[src/rtl/imem_loader_pkg.sv]
// Shared definitions for the instruction-memory loader: FSM encoding and
// field sizes of the byte-serial image format.
package imem_loader_pkg;
  typedef enum logic [2:0] {
    S_ADDR = 3'd0,
    S_CNT  = 3'd1,
    S_DATA = 3'd2,
    S_DONE = 3'd3,
    S_ERR  = 3'd4
  } state_t;

  localparam int HDR_BYTES  = 4;
  localparam int WORD_BYTES = 4;
endpackage

[src/rtl/imem_loader_byte_to_word_packer.sv]
// Big-endian byte-to-word assembler; w_word includes the byte accepted on the
// current edge, so the consumer can act on the same edge that takes byte 4.
module byte_to_word_packer
  import imem_loader_pkg::*;
(
  input  logic        i_clk,
  input  logic        i_rst,
  input  logic        i_byte_valid,
  input  logic [7:0]  i_byte,
  output logic [31:0] o_word,
  output logic        o_word_valid
);
  logic [23:0] r_shift;
  logic [1:0]  r_cnt;

  assign o_word       = {r_shift, i_byte};
  assign o_word_valid = i_byte_valid && (r_cnt == 2'(WORD_BYTES - 1));

  always_ff @(posedge i_clk) begin
    if (i_rst) begin
      r_shift <= '0;
      r_cnt   <= '0;
    end else if (i_byte_valid) begin
      r_shift <= {r_shift[15:0], i_byte};
      r_cnt   <= r_cnt + 2'd1;  // wraps 3->0 so fields line up back to back
    end
  end
endmodule

[src/rtl/imem_loader.sv]
// Loads a byte-serial program image (addr, count, payload) into imem and
// holds the core until the image is complete.
module imem_loader
  import imem_loader_pkg::*;
#(
  parameter int IMEM_DEPTH = 256,
  parameter int MAX_WORDS  = 256
) (
  input  logic        i_clk,
  input  logic        i_rst,
  input  logic        i_in_valid,
  input  logic [7:0]  i_in_data,
  output logic        o_in_ready,
  output logic        o_imem_we,
  output logic [31:0] o_imem_addr,
  output logic [31:0] o_imem_wdata,
  output logic [31:0] o_start_pc,
  output logic        o_load_done,
  output logic        o_load_err,
  output logic        o_cpu_hold
);
  state_t      r_state;
  logic [31:0] r_addr, r_cnt, r_idx;
  logic        r_in_ready, r_we, r_done, r_err, r_hold;
  logic [31:0] r_waddr, r_wdata, r_start_pc;

  logic        w_fire, w_word_valid;
  logic [31:0] w_word;
  logic [32:0] w_end;
  logic        w_bad;

  assign w_fire = i_in_valid && r_in_ready;

  byte_to_word_packer u_packer (
    .i_clk        (i_clk),
    .i_rst        (i_rst),
    .i_byte_valid (w_fire),
    .i_byte       (i_in_data),
    .o_word       (w_word),
    .o_word_valid (w_word_valid)
  );

  // End word index in 33 bits so a huge count cannot wrap past the check.
  assign w_end = {3'b000, r_addr[31:2]} + {1'b0, w_word};
  assign w_bad = (r_addr[1:0] != 2'b00) || (w_word > 32'(MAX_WORDS)) ||
                 (w_end > 33'(IMEM_DEPTH));

  always_ff @(posedge i_clk) begin
    if (i_rst) begin
      r_state    <= S_ADDR;
      r_addr     <= '0;
      r_cnt      <= '0;
      r_idx      <= '0;
      r_in_ready <= 1'b0;
      r_we       <= 1'b0;
      r_waddr    <= '0;
      r_wdata    <= '0;
      r_start_pc <= '0;
      r_done     <= 1'b0;
      r_err      <= 1'b0;
      r_hold     <= 1'b1;
    end else begin
      r_we <= 1'b0;
      case (r_state)
        S_ADDR: begin
          r_in_ready <= 1'b1;
          if (w_word_valid) begin
            r_addr  <= w_word;
            r_state <= S_CNT;
          end
        end
        S_CNT: begin
          if (w_word_valid) begin
            r_cnt      <= w_word;
            r_idx      <= '0;
            r_start_pc <= r_addr;
            if (w_bad) begin
              r_state    <= S_ERR;
              r_in_ready <= 1'b0;
              r_err      <= 1'b1;
            end else if (w_word == 32'd0) begin
              r_state    <= S_DONE;
              r_in_ready <= 1'b0;
              r_done     <= 1'b1;
              r_hold     <= 1'b0;
            end else begin
              r_state <= S_DATA;
            end
          end
        end
        S_DATA: begin
          if (w_word_valid) begin
            r_we    <= 1'b1;
            r_waddr <= r_addr + {r_idx[29:0], 2'b00};
            r_wdata <= w_word;
            if (r_idx == r_cnt - 32'd1) begin
              r_state    <= S_DONE;
              r_in_ready <= 1'b0;
              r_done     <= 1'b1;
              r_hold     <= 1'b0;
            end else begin
              r_idx <= r_idx + 32'd1;
            end
          end
        end
        S_DONE: r_in_ready <= 1'b0;
        S_ERR:  r_in_ready <= 1'b0;
        default: begin
          r_state    <= S_ERR;
          r_in_ready <= 1'b0;
          r_err      <= 1'b1;
        end
      endcase
    end
  end

  assign o_in_ready   = r_in_ready;
  assign o_imem_we    = r_we;
  assign o_imem_addr  = r_waddr;
  assign o_imem_wdata = r_wdata;
  assign o_start_pc   = r_start_pc;
  assign o_load_done  = r_done;
  assign o_load_err   = r_err;
  assign o_cpu_hold   = r_hold;
endmodule

[config.mk]
export PLATFORM = sky130hd
export DESIGN_NAME = imem_loader
export DESIGN_NICKNAME = d
export VERILOG_FILES = /design/src/rtl/imem_loader_pkg.sv /design/src/rtl/imem_loader_byte_to_word_packer.sv /design/src/rtl/imem_loader.sv
export SDC_FILE = /design/constraint.sdc
export NUM_CORES = 1
export LEC_CHECK = 0
export CAP_MARGIN = 20
export CORE_UTILIZATION = 55
export DETAILED_ROUTE_END_ITERATION = 10
export PLACE_DENSITY_LB_ADDON = 0.05
export SKIP_LAST_GASP = 1
export SLEW_MARGIN = 5
export SYNTH_ARGS = -nofsm -noshare
export SYNTH_HDL_FRONTEND = slang
export SYNTH_SLANG_ARGS = --single-unit
export TNS_END_PERCENT = 1
[constraint.sdc]
create_clock -name i_clk -period 5 [get_ports i_clk]
set_input_delay 1 -clock i_clk [delete_from_list [all_inputs] [get_ports i_clk]]
set_output_delay 1 -clock i_clk [all_outputs]
set_load 0.05 [all_outputs]
==> flow_metrics.py, run 1 <==
metrics = {
    "die": {
        "die_h_microns": 155,
        "io_pins": 112,
        "dieArea_sq_um": 24100,
        "core_area_sq_um": 22800,
        "start_util_pct": 56.6,
        "dieWidth_microns": 155,
        "rows": 55,
    },
    "timing": {
        "rsz0062_at_grt": "false",
        "slew_violations": 0,
        "finalSetupViolCount": 0,
        "tns_ns": 0,
        "fin_crit_ns": 4.35,
        "hold_violations": 0,
        "min_period_over_period_pct": 87.0,
        "tightestPinTransition_ns": 1.07,
        "setup_ws_ns": 0.651,
        "slew_headroom_pct": 28.8,
        "fin_skew_ns": 0.0153,
        "fmax_ghz": 0.230,
    },
    "worst_setup_path": {
        "r2r_slack_ns": 0.98,
        "cp.required_ns": 5.42,
        "endpoint": "o_cpu_hold$_SDFFE_PP1P_",
        "startpoint": "i_in_data[6]",
        "critPathKind": "input port to register",
        "cp-end-kind": "register",
        "cp_max_fo": 5,
        "worst_r2r_path_depth": 11,
        "r2r_start": "r_addr[6]$_SDFFE_PP0P_",
        "crit_arrival_ns": 4.77,
        "rr_endpoint": "o_cpu_hold$_SDFFE_PP1P_",
        "start_kind": "input port",
    },
    "clock_network": {
        "insertion_delay_ns": 0.54,
        "cts.sink_count": 226,
        "cts_resized": 0,
        "cts_setup_buffers": 0,
        "htree_num_levels": 1,
        "clkTransAtPathRegs_ns": 0.06,
        "clock-root-buffer": "clkbuf_16",
        "cts_made_buffers": 25,
        "clock_path_buffers": 3,
        "cts_tree": "yes",
        "ctsHoldBuffers": 0,
    },
    "power_and_ir_drop": {
        "p_per_area_nw_per_um2": 260,
        "total_power_uw": 3970,
        "p_leak_uw": 0.00564,
        "peakVddDrop_mv": 0.242,
    },
    "global_route": {
        "grt_pass1_vias": 12200,
        "grt-ovfl-total": 0,
        "antenna_found_initial": 0,
        "grt_max_degree": 122,
        "grt_usage_pct": 36.2,
        "grt_pass1_wl_microns": 68000,
    },
    "place": {
        "gp_congestion": 1.07,
        "portBuffers": 111,
        "dpl_cell_area_sq_um": 14400,
        "dp_hpwl_microns": 32200,
        "place_ws_ns": 0.122,
    },
    "synth": {
        "ys_warn_count": 0,
        "synth_top_area_share_pct": 35.0,
        "synth_edf_count": 0,
        "yosysSeqAreaShare_pct": 35.0,
        "ys_seq_elements": 226,
        "synthFlopType": "dfxtp_1",
        "synth_cells": 1726,
        "syn-num-nets": 1801,
        "synth_area_leaders": "dfxtp_1 35%, nand2_1 13%, a21oi_1 10%",
        "synth_top_area_cell": "dfxtp_1",
        "syn_area_sq_um": 12900,
        "synth_area_per_cell_sq_um": 7.49,
        "postSynth.asyncResetShare_pct": 0,
        "synth.distinct_cells": 80,
    },
    "route": {
        "vias": 13300,
        "drtPass1Iterations": 5,
        "routed_wl_microns": 44100,
        "drtAntennaViolNets": 0,
        "viasPerCell": 6.21,
        "drt-initial-drc-count": 1094,
        "drc": 0,
        "drt-wirelength-per-cell_microns": 20.6,
    },
    "flow_run": {
        "cap_viol_max_count": 0,
    },
    "min_path": {
        "min_path_cells": 2,
        "hold_class": "register to register",
    },
    "finish": {
        "fill_cells": 1999,
        "post-route-util_pct": 66.9,
        "area_growth_pct": 18.2,
        "layout.area.seq_sq_um": 4520,
        "finish.net_count": 1879,
        "drive_gt1_share_pct": 6.20,
        "multi_input_area_sq_um": 7890,
        "finish.instance_area_sq_um": 15300,
    },
    "run_status": {
        "status": "completed",
    },
}
-- how the worst min path moves through the flow --
stage	startpoint	to	slack, ns
after floorplan	u_packer.r_cnt[1]$_SDFFE_PP0P_	u_packer.r_cnt[1]$_SDFFE_PP0P_	0.44
after global placement	o_imem_addr[17]$_SDFFE_PP0P_	o_imem_addr[17]$_SDFFE_PP0P_	0.44
after detailed placement	o_imem_addr[13]$_SDFFE_PP0P_	o_imem_addr[13]$_SDFFE_PP0P_	0.44
after CTS	o_imem_addr[13]$_SDFFE_PP0P_	o_imem_addr[13]$_SDFFE_PP0P_	0.45
after global routing	o_imem_addr[14]$_SDFFE_PP0P_	o_imem_addr[14]$_SDFFE_PP0P_	0.47
final	o_imem_addr[13]$_SDFFE_PP0P_	o_imem_addr[13]$_SDFFE_PP0P_	0.45
-- layout by cell type (no fill, tap or decap), drive strengths merged, types with 16 or more instances in the layout --
cell / netlist / layout
nor4: 29 / 29
a21o: 19 / 19
o21ai: 59 / 59
nor3: 21 / 21
dfxtp: 226 / 226
xnor2: 47 / 47
nand3: 39 / 39
nor2: 76 / 76
or3: 28 / 28
buf: 17 / 42
inv: 31 / 34
or4: 16 / 16
nand2: 431 / 431
clkbuf: 84 / 35
xor2: 32 / 32
ha: 62 / 62
and3: 16 / 16
nand4: 25 / 25
clkdlybuf4s50: 0 / 110
a21oi: 269 / 269
-- synthesized netlist by cell type, types with 7 or more instances --
cell and n:
mux2i_1 9, o31ai_1 11, ha_1 62, a21o_1 19, o21bai_1 9, nor2_1 76
a31oi_1 13, nand3_1 39, and3_1 16, o21ai_1 8, nand2_1 431, and2_1 9
nand2b_1 12, o21ai_0 51, clkbuf_1 84, o211ai_1 12, nand4_1 24, a2111oi_0 8
or3_1 28, nor4_1 25, a21oi_1 268, xor2_1 32, xnor2_1 47, buf_1 7
dfxtp_1 226, nor3_1 21, or4_1 13, inv_1 31
-- logic make-up after synthesis --
family	count (synthesis)	share of synthesized area, %
muxes	12	0.959
adders and majority gates	64	6.31
DFF	226	35.0
AOI/OAI and AO/OA	478	22.1
xor gates and xnor gates	79	5.35
and+or+nand+nor	735	26.1
buffers and inverters	132	4.14
-- layout make-up --
| class | instances | share of cell area (%) |
|---|---|---|
| flip-flops and latches | 226 | 29.6 |
| well taps | 313 | 2.56 |
| clock inverters | 11 | 1.21 |
| inverters | 31 | 0.762 |
| diodes | 1 | 0.0164 |
| repair buffers | 152 | 9.46 |
| clock buffers | 35 | 4.73 |
| multi-input cells | 1368 | 51.6 |
-- state kept, by name, summed over array words and instances, names as in the netlist --
name              flops
o_load_done           1
o_cpu_hold            1
u_packer.r_cnt        2
r_cnt                32
o_start_pc           32
u_packer.r_shift     24
o_imem_wdata         32
r_state               3
o_imem_addr          32
o_load_err            1
o_imem_we             1
r_addr               32
o_in_ready            1
r_idx                32
-- routing by layer --
layer / GRT usage (%) / up-vias / routed length, microns
met5: 0 / - / 0
met4: 19.3 / 0 / 2460
met3: 5.18 / 136 / 3890
met2: 58.2 / 629 / 19700
met1: 47.0 / 6225 / 18000
li1: - / 6283 / -
-- worst max-delay path, cell delays in order --
cell and delay [ns]:
clkdlybuf4s50_1 0.49, ha_1 0.41, a21oi_1 0.32, o22ai_1 0.14
nor3b_1 0.51, xnor2_1 0.12, a2111oi_0 0.43, o211ai_1 0.19
a211o_1 0.30, nor3_1 0.25, nand4_1 0.19, a311o_1 0.41
-- report_power, final --
part	leakage, uW	internal (uW)	switching, uW
Clock	0.000441	1230	785
Sequential	0.00182	1810	8.95
Combinational	0.00337	47.7	98.6
-- through the flow --
stage	hold slack, ns	instances
after floorplan	0.440	1726
after global placement	0.439	2090
after detailed placement	0.444	2090
after CTS	0.451	2136
after global routing	0.465	2136
final	0.448	2137
Note: power is estimated with default switching activity, not from simulation.
==> run 2, diff against run 1 <==
GPL_TIMING_DRIVEN = 0   (was not set)
==> flow_metrics.py, run 2 (synthesis results as in run 1) <==
metrics = {
    "route": {
        "drtAntennaViolNets": 0,
        "drc": 0,
        "viasPerCell": 6.09,
        "drtPass1Iterations": 6,
        "drt-wirelength-per-cell_microns": 20.0,
        "routed_wl_microns": 43900,
        "vias": 13400,
        "drt-initial-drc-count": 1305,
    },
    "die": {
        "io_pins": 112,
        "dieWidth_microns": 155,
        "rows": 55,
        "die_h_microns": 155,
        "core_area_sq_um": 22800,
        "dieArea_sq_um": 24100,
        "start_util_pct": 56.6,
    },
    "timing": {
        "tns_ns": 0,
        "fin_crit_ns": 4.80,
        "fmax_ghz": 0.208,
        "slew_violations": 0,
        "tightestPinTransition_ns": 0.843,
        "min_period_over_period_pct": 96.1,
        "slew_headroom_pct": 42.4,
        "hold_violations": 0,
        "setup_ws_ns": 0.196,
        "finalSetupViolCount": 0,
        "fin_skew_ns": 0.0212,
        "rsz0062_at_grt": "false",
    },
    "global_route": {
        "grt_usage_pct": 36.0,
        "grt-ovfl-total": 0,
        "grt_pass1_wl_microns": 67300,
        "grt_max_degree": 15,
        "grt_pass1_vias": 12200,
        "antenna_found_initial": 0,
    },
    "worst_setup_path": {
        "critPathKind": "input port to register",
        "crit_top_cell": "a211o_1",
        "crit_chain": "clkdlybuf4s50_1 -> ha_1 -> clkbuf_1 -> and3_1 -> o21ai_1 -> o311a_1 -> nor3b_1 -> nor2_1 -> a211o_1 -> a211o_1 -> nor3_4 -> nand4_1 -> a311o_1",
        "worst_r2r_path_depth": 11,
        "rr_endpoint": "o_cpu_hold$_SDFFE_PP1P_",
        "start_kind": "input port",
        "crit_arrival_ns": 5.22,
        "cpPeakStageDelay_ns": 0.68,
        "r2r_start": "u_packer.r_shift[9]$_SDFFE_PP0P_",
        "cp-end-kind": "register",
        "cp.required_ns": 5.42,
        "cp_slowest_cell": "clkdlybuf4s50_1",
        "path_depth": 13,
        "cp_num_buf_inv": 2,
        "cp_max_fo": 8,
        "crit_family": "compound AO/OA/AOI/OAI gates",
        "r2r_slack_ns": 0.67,
    },
    "power_and_ir_drop": {
        "peakVddDrop_mv": 0.246,
        "p_leak_uw": 0.00561,
        "p_per_area_nw_per_um2": 262,
    },
    "clock_network": {
        "cts.sink_count": 226,
        "cts_made_buffers": 25,
        "cts_setup_buffers": 0,
        "clkTransAtPathRegs_ns": 0.06,
        "cts_tree": "yes",
        "clock_path_buffers": 3,
        "clock-root-buffer": "clkbuf_16",
        "insertion_delay_ns": 0.54,
        "htree_num_levels": 1,
    },
    "place": {
        "dp_hpwl_microns": 33500,
        "dpl_cell_area_sq_um": 14400,
        "portBuffers": 111,
        "gp_congestion": 0.978,
        "dp_cells": 2151,
        "place_ws_ns": -1.06,
    },
    "finish": {
        "drive_gt1_share_pct": 4.19,
        "post-route-util_pct": 67.4,
        "instances_no_fill": 2197,
        "area_growth_pct": 19.1,
        "finish.instance_area_sq_um": 15400,
        "final_cell_mix": "431 x nand2_1, 268 x a21oi_1, 226 x dfxtp_1",
        "mostFrequentLayoutCell": "nand2_1",
        "diodes": 0,
        "finish.net_count": 1940,
    },
    "min_path": {
        "min_to": "o_imem_addr[15]$_SDFFE_PP0P_",
        "min_from": "o_imem_addr[15]$_SDFFE_PP0P_",
        "hold_class": "register to register",
        "min_path_cells": 2,
    },
    "flow_run": {
        "cap_viol_max_count": 0,
    },
    "run_status": {
        "status": "completed",
    },
}
run 2: cell types whose count changed in the layout (fill, tap and decap cells not counted), moves of 4 or more:
cell	delta
clkbuf_8	-4
buf_1	+7
buf_2	+5
buf_6	+4
buf_4	-38
clkbuf_1	+85
run 2: routing by layer:
metal	track usage, %	vias to the layer above	part of all wire (%)
met5	0	-	0
met4	20.1	0	6.2
met3	5.54	140	8.7
met2	55.9	579	43
met1	47.8	6245	42
li1	-	6416	-
run 2: worst reg2reg max path: cells and delay by family, from the launching register on:
kind	cells	cell delay (ns)
AO/OA/AOI/OAI	8	2.63
adder cells (fa/ha/maj)	1	0.38
flip-flops	1	0.62
AND/OR/NAND/NOR	2	0.58
run 2: timing repair:
action / 4_1_cts / 5_1_grt
hold buffers: 0 / 0
setup endpoints to repair: 7 / 3
gates resized for setup: 3 / 6
run 2: where the power goes:
part / switching (uW) / internal (uW) / leakage [uW]
combinational: 102 / 41.2 / 0.00334
sequential: 18.2 / 1810 / 0.00182
clock: 790 / 1270 / 0.000447
total: 910 / 3120 / 0.00561
run 2: worst max path at each step:
stage	from	slack [ns]	endpoint
4_1_cts	i_in_data[4]	0.11	o_cpu_hold$_SDFFE_PP1P_
3_5_place_dp	i_in_data[6]	-1.06	o_cpu_hold$_SDFFE_PP1P_
6_report	i_in_data[3]	0.20	o_cpu_hold$_SDFFE_PP1P_
3_3_place_gp	i_in_data[6]	-1.13	o_cpu_hold$_SDFFE_PP1P_
5_1_grt	i_in_data[6]	0.01	o_cpu_hold$_SDFFE_PP1P_
2_1_floorplan	i_in_data[6]	0.85	o_cpu_hold$_SDFFE_PP1P_
run 2: cell type report:
type	count	area (sq um)
well taps	313	392
clock buffers	32	672
flip-flops and latches	226	4520
clock inverters	14	245
multi-input cells	1368	7900
fillers	2026	7450
inverters	31	116
repair buffers	112	1120
plain buffers	101	419
run 2: metrics by stage:
step                      total power (uW)  hold slack [ns]
after floorplan                       1930            0.440
after global placement                2000            0.437
after detailed placement              2000            0.442
after CTS                             4020            0.450
after global routing                  4120            0.466
final                                 4030            0.446
==> run 3, diff against run 2 <==
HOLD_SLACK_MARGIN = 0.02   (was not set)
PLACE_DENSITY = 0.79   (was not set)
PLACE_DENSITY_LB_ADDON = not set   (was 0.05)
==> flow_metrics.py, run 3 (synthesis results as in run 1) <==
metrics = {
    "clock_network": {
        "cts.sink_count": 226,
        "insertion_delay_ns": 0.53,
        "clock-root-buffer": "clkbuf_16",
        "clkTransAtPathRegs_ns": 0.06,
        "cts_resized": 3,
        "htree_num_levels": 1,
        "clock_path_buffers": 3,
        "cts_setup_buffers": 0,
        "cts_made_buffers": 24,
        "ctsHoldBuffers": 0,
        "cts_tree": "yes",
    },
    "global_route": {
        "grt_pass1_wl_microns": 68200,
        "grtUsageMet2_pct": 56.3,
        "antenna_found_initial": 0,
        "grt_util_met3_pct": 7.08,
        "grt-ovfl-total": 0,
        "grt_pass1_vias": 12100,
        "grt_max_degree": 16,
        "grt.busiest_layer": "met2",
        "grt_usage_pct": 36.4,
        "use_met1_pct": 49.0,
    },
    "place": {
        "dp_hpwl_microns": 33600,
        "place_ws_ns": -0.980,
        "portBuffers": 111,
        "gp_congestion": 1.01,
        "dpl_cell_area_sq_um": 14400,
    },
    "route": {
        "drt-wirelength-per-cell_microns": 20.3,
        "drt-initial-drc-count": 1525,
        "drtPass1Iterations": 7,
        "drtAntennaViolNets": 0,
        "vias": 13500,
        "routed_wl_microns": 44600,
        "drc": 0,
        "viasPerCell": 6.16,
    },
    "worst_setup_path": {
        "rr_endpoint": "o_cpu_hold$_SDFFE_PP1P_",
        "cp-end-kind": "register",
        "crit_arrival_ns": 5.30,
        "crit_top_cell": "a21oi_1",
        "cp.required_ns": 5.40,
        "cp_slowest_cell": "clkdlybuf4s50_1",
        "critPathKind": "input port to register",
        "crit_chain": "clkdlybuf4s50_1 -> ha_1 -> clkbuf_1 -> and3_1 -> o21ai_1 -> o311a_1 -> o211ai_1 -> a21oi_1 -> o41ai_1 -> a21oi_1 -> xor2_1 -> nand4_1 -> a311o_1",
        "startpoint": "i_in_data[3]",
        "cpPeakStageDelay_ns": 0.66,
        "worst_r2r_path_depth": 11,
        "r2r_slack_ns": 0.84,
        "start_kind": "input port",
        "r2r_start": "r_addr[8]$_SDFFE_PP0P_",
        "cp_max_fo": 8,
        "endpoint": "o_cpu_hold$_SDFFE_PP1P_",
    },
    "timing": {
        "finalSetupViolCount": 0,
        "slew_violations": 0,
        "hold_violations": 0,
        "min_period_over_period_pct": 98.0,
        "tightestPinTransition_ns": 0.911,
        "rsz0062_at_grt": "false",
        "fin_crit_ns": 4.90,
        "fmax_ghz": 0.204,
        "setup_ws_ns": 0.102,
        "fin_skew_ns": 0.0177,
        "slew_headroom_pct": 38.7,
    },
    "die": {
        "die_h_microns": 155,
        "rows": 55,
        "io_pins": 112,
        "dieArea_sq_um": 24100,
        "dieWidth_microns": 155,
        "core_area_sq_um": 22800,
        "start_util_pct": 56.6,
    },
    "flow_run": {
        "cap_viol_max_count": 0,
    },
    "power_and_ir_drop": {
        "p_sw_share_pct": 24.0,
        "sequentialPowerShare_pct": 49.6,
        "p_per_area_nw_per_um2": 241,
        "p_leak_uw": 0.00552,
        "power_frac_clock_pct": 46.5,
        "total_power_uw": 3670,
        "p_int_uw": 2790,
        "pwr-share-comb_pct": 3.9,
        "peakVddDrop_mv": 0.249,
        "p_sw_uw": 880,
    },
    "finish": {
        "drive_gt1_share_pct": 4.14,
        "mostFrequentLayoutCell": "nand2_1",
        "area_growth_pct": 17.9,
        "finish.instance_area_sq_um": 15200,
        "finish.net_count": 1939,
        "diodes": 0,
        "post-route-util_pct": 66.7,
        "final_cell_mix": "431 x nand2_1, 268 x a21oi_1, 226 x dfxtp_1",
    },
    "run_status": {
        "status": "completed",
    },
    "min_path": {
        "hold_class": "register to register",
    },
}
## run 3: metal layers
metal  part of all wire [%]  vias to the layer above
met5                      0                        -
met4                    5.2                        0
met3                     10                      122
met2                     43                      727
met1                     42                     6289
li1                       -                     6384
## run 3: final cells by class
| cell class | count | area (sq um) |
|---|---|---|
| Tap cell | 313 | 392 |
| Clock buffer | 33 | 664 |
| Sequential cell | 226 | 4520 |
| Buffer | 101 | 419 |
| Timing Repair Buffer | 112 | 1120 |
| Multi-Input combinational cell | 1368 | 7910 |
| Fill cell | 2051 | 7610 |
| Clock inverter | 11 | 91.3 |
| Inverter | 31 | 116 |
## run 3: worst min path at each step
stage / start / to / slack, ns / cells after the start
finish: o_imem_addr[7]$_SDFFE_PP0P_ / o_imem_addr[7]$_SDFFE_PP0P_ / 0.45 / 2
global placement: o_imem_addr[12]$_SDFFE_PP0P_ / o_imem_addr[12]$_SDFFE_PP0P_ / 0.44 / 2
floorplan: u_packer.r_cnt[1]$_SDFFE_PP0P_ / u_packer.r_cnt[1]$_SDFFE_PP0P_ / 0.44 / 2
global route: o_imem_addr[14]$_SDFFE_PP0P_ / o_imem_addr[14]$_SDFFE_PP0P_ / 0.47 / 2
CTS: o_imem_addr[10]$_SDFFE_PP0P_ / o_imem_addr[10]$_SDFFE_PP0P_ / 0.45 / 2
detailed placement: o_imem_addr[10]$_SDFFE_PP0P_ / o_imem_addr[10]$_SDFFE_PP0P_ / 0.44 / 2
## run 3: power groups by stage
stage	combinational [uW]	clock (uW)	sequential (uW)
after global placement	134	0	1860
after detailed placement	134	0	1860
final	143	1710	1820
after floorplan	80.2	0	1850
after global routing	153	1780	1820
after CTS	136	1710	1820
## run 3: stage by stage
stage	std cells	setup TNS [ns]	hold WS, ns
final	2195	0	0.448
after global routing	2195	0	0.469
after CTS	2194	0	0.452
after detailed placement	2150	-4.82	0.445
after global placement	2150	-4.96	0.439
after floorplan	1726	0	0.440
## run 3: critical path, delay by kind of cell
| kind | cells | cell delay [ns] |
|---|---|---|
| xor+xnor | 1 | 0.44 |
| buf+inv | 2 | 0.94 |
| compound gates | 7 | 2.00 |
| fa+ha+maj | 1 | 0.41 |
| simple gates | 2 | 0.50 |
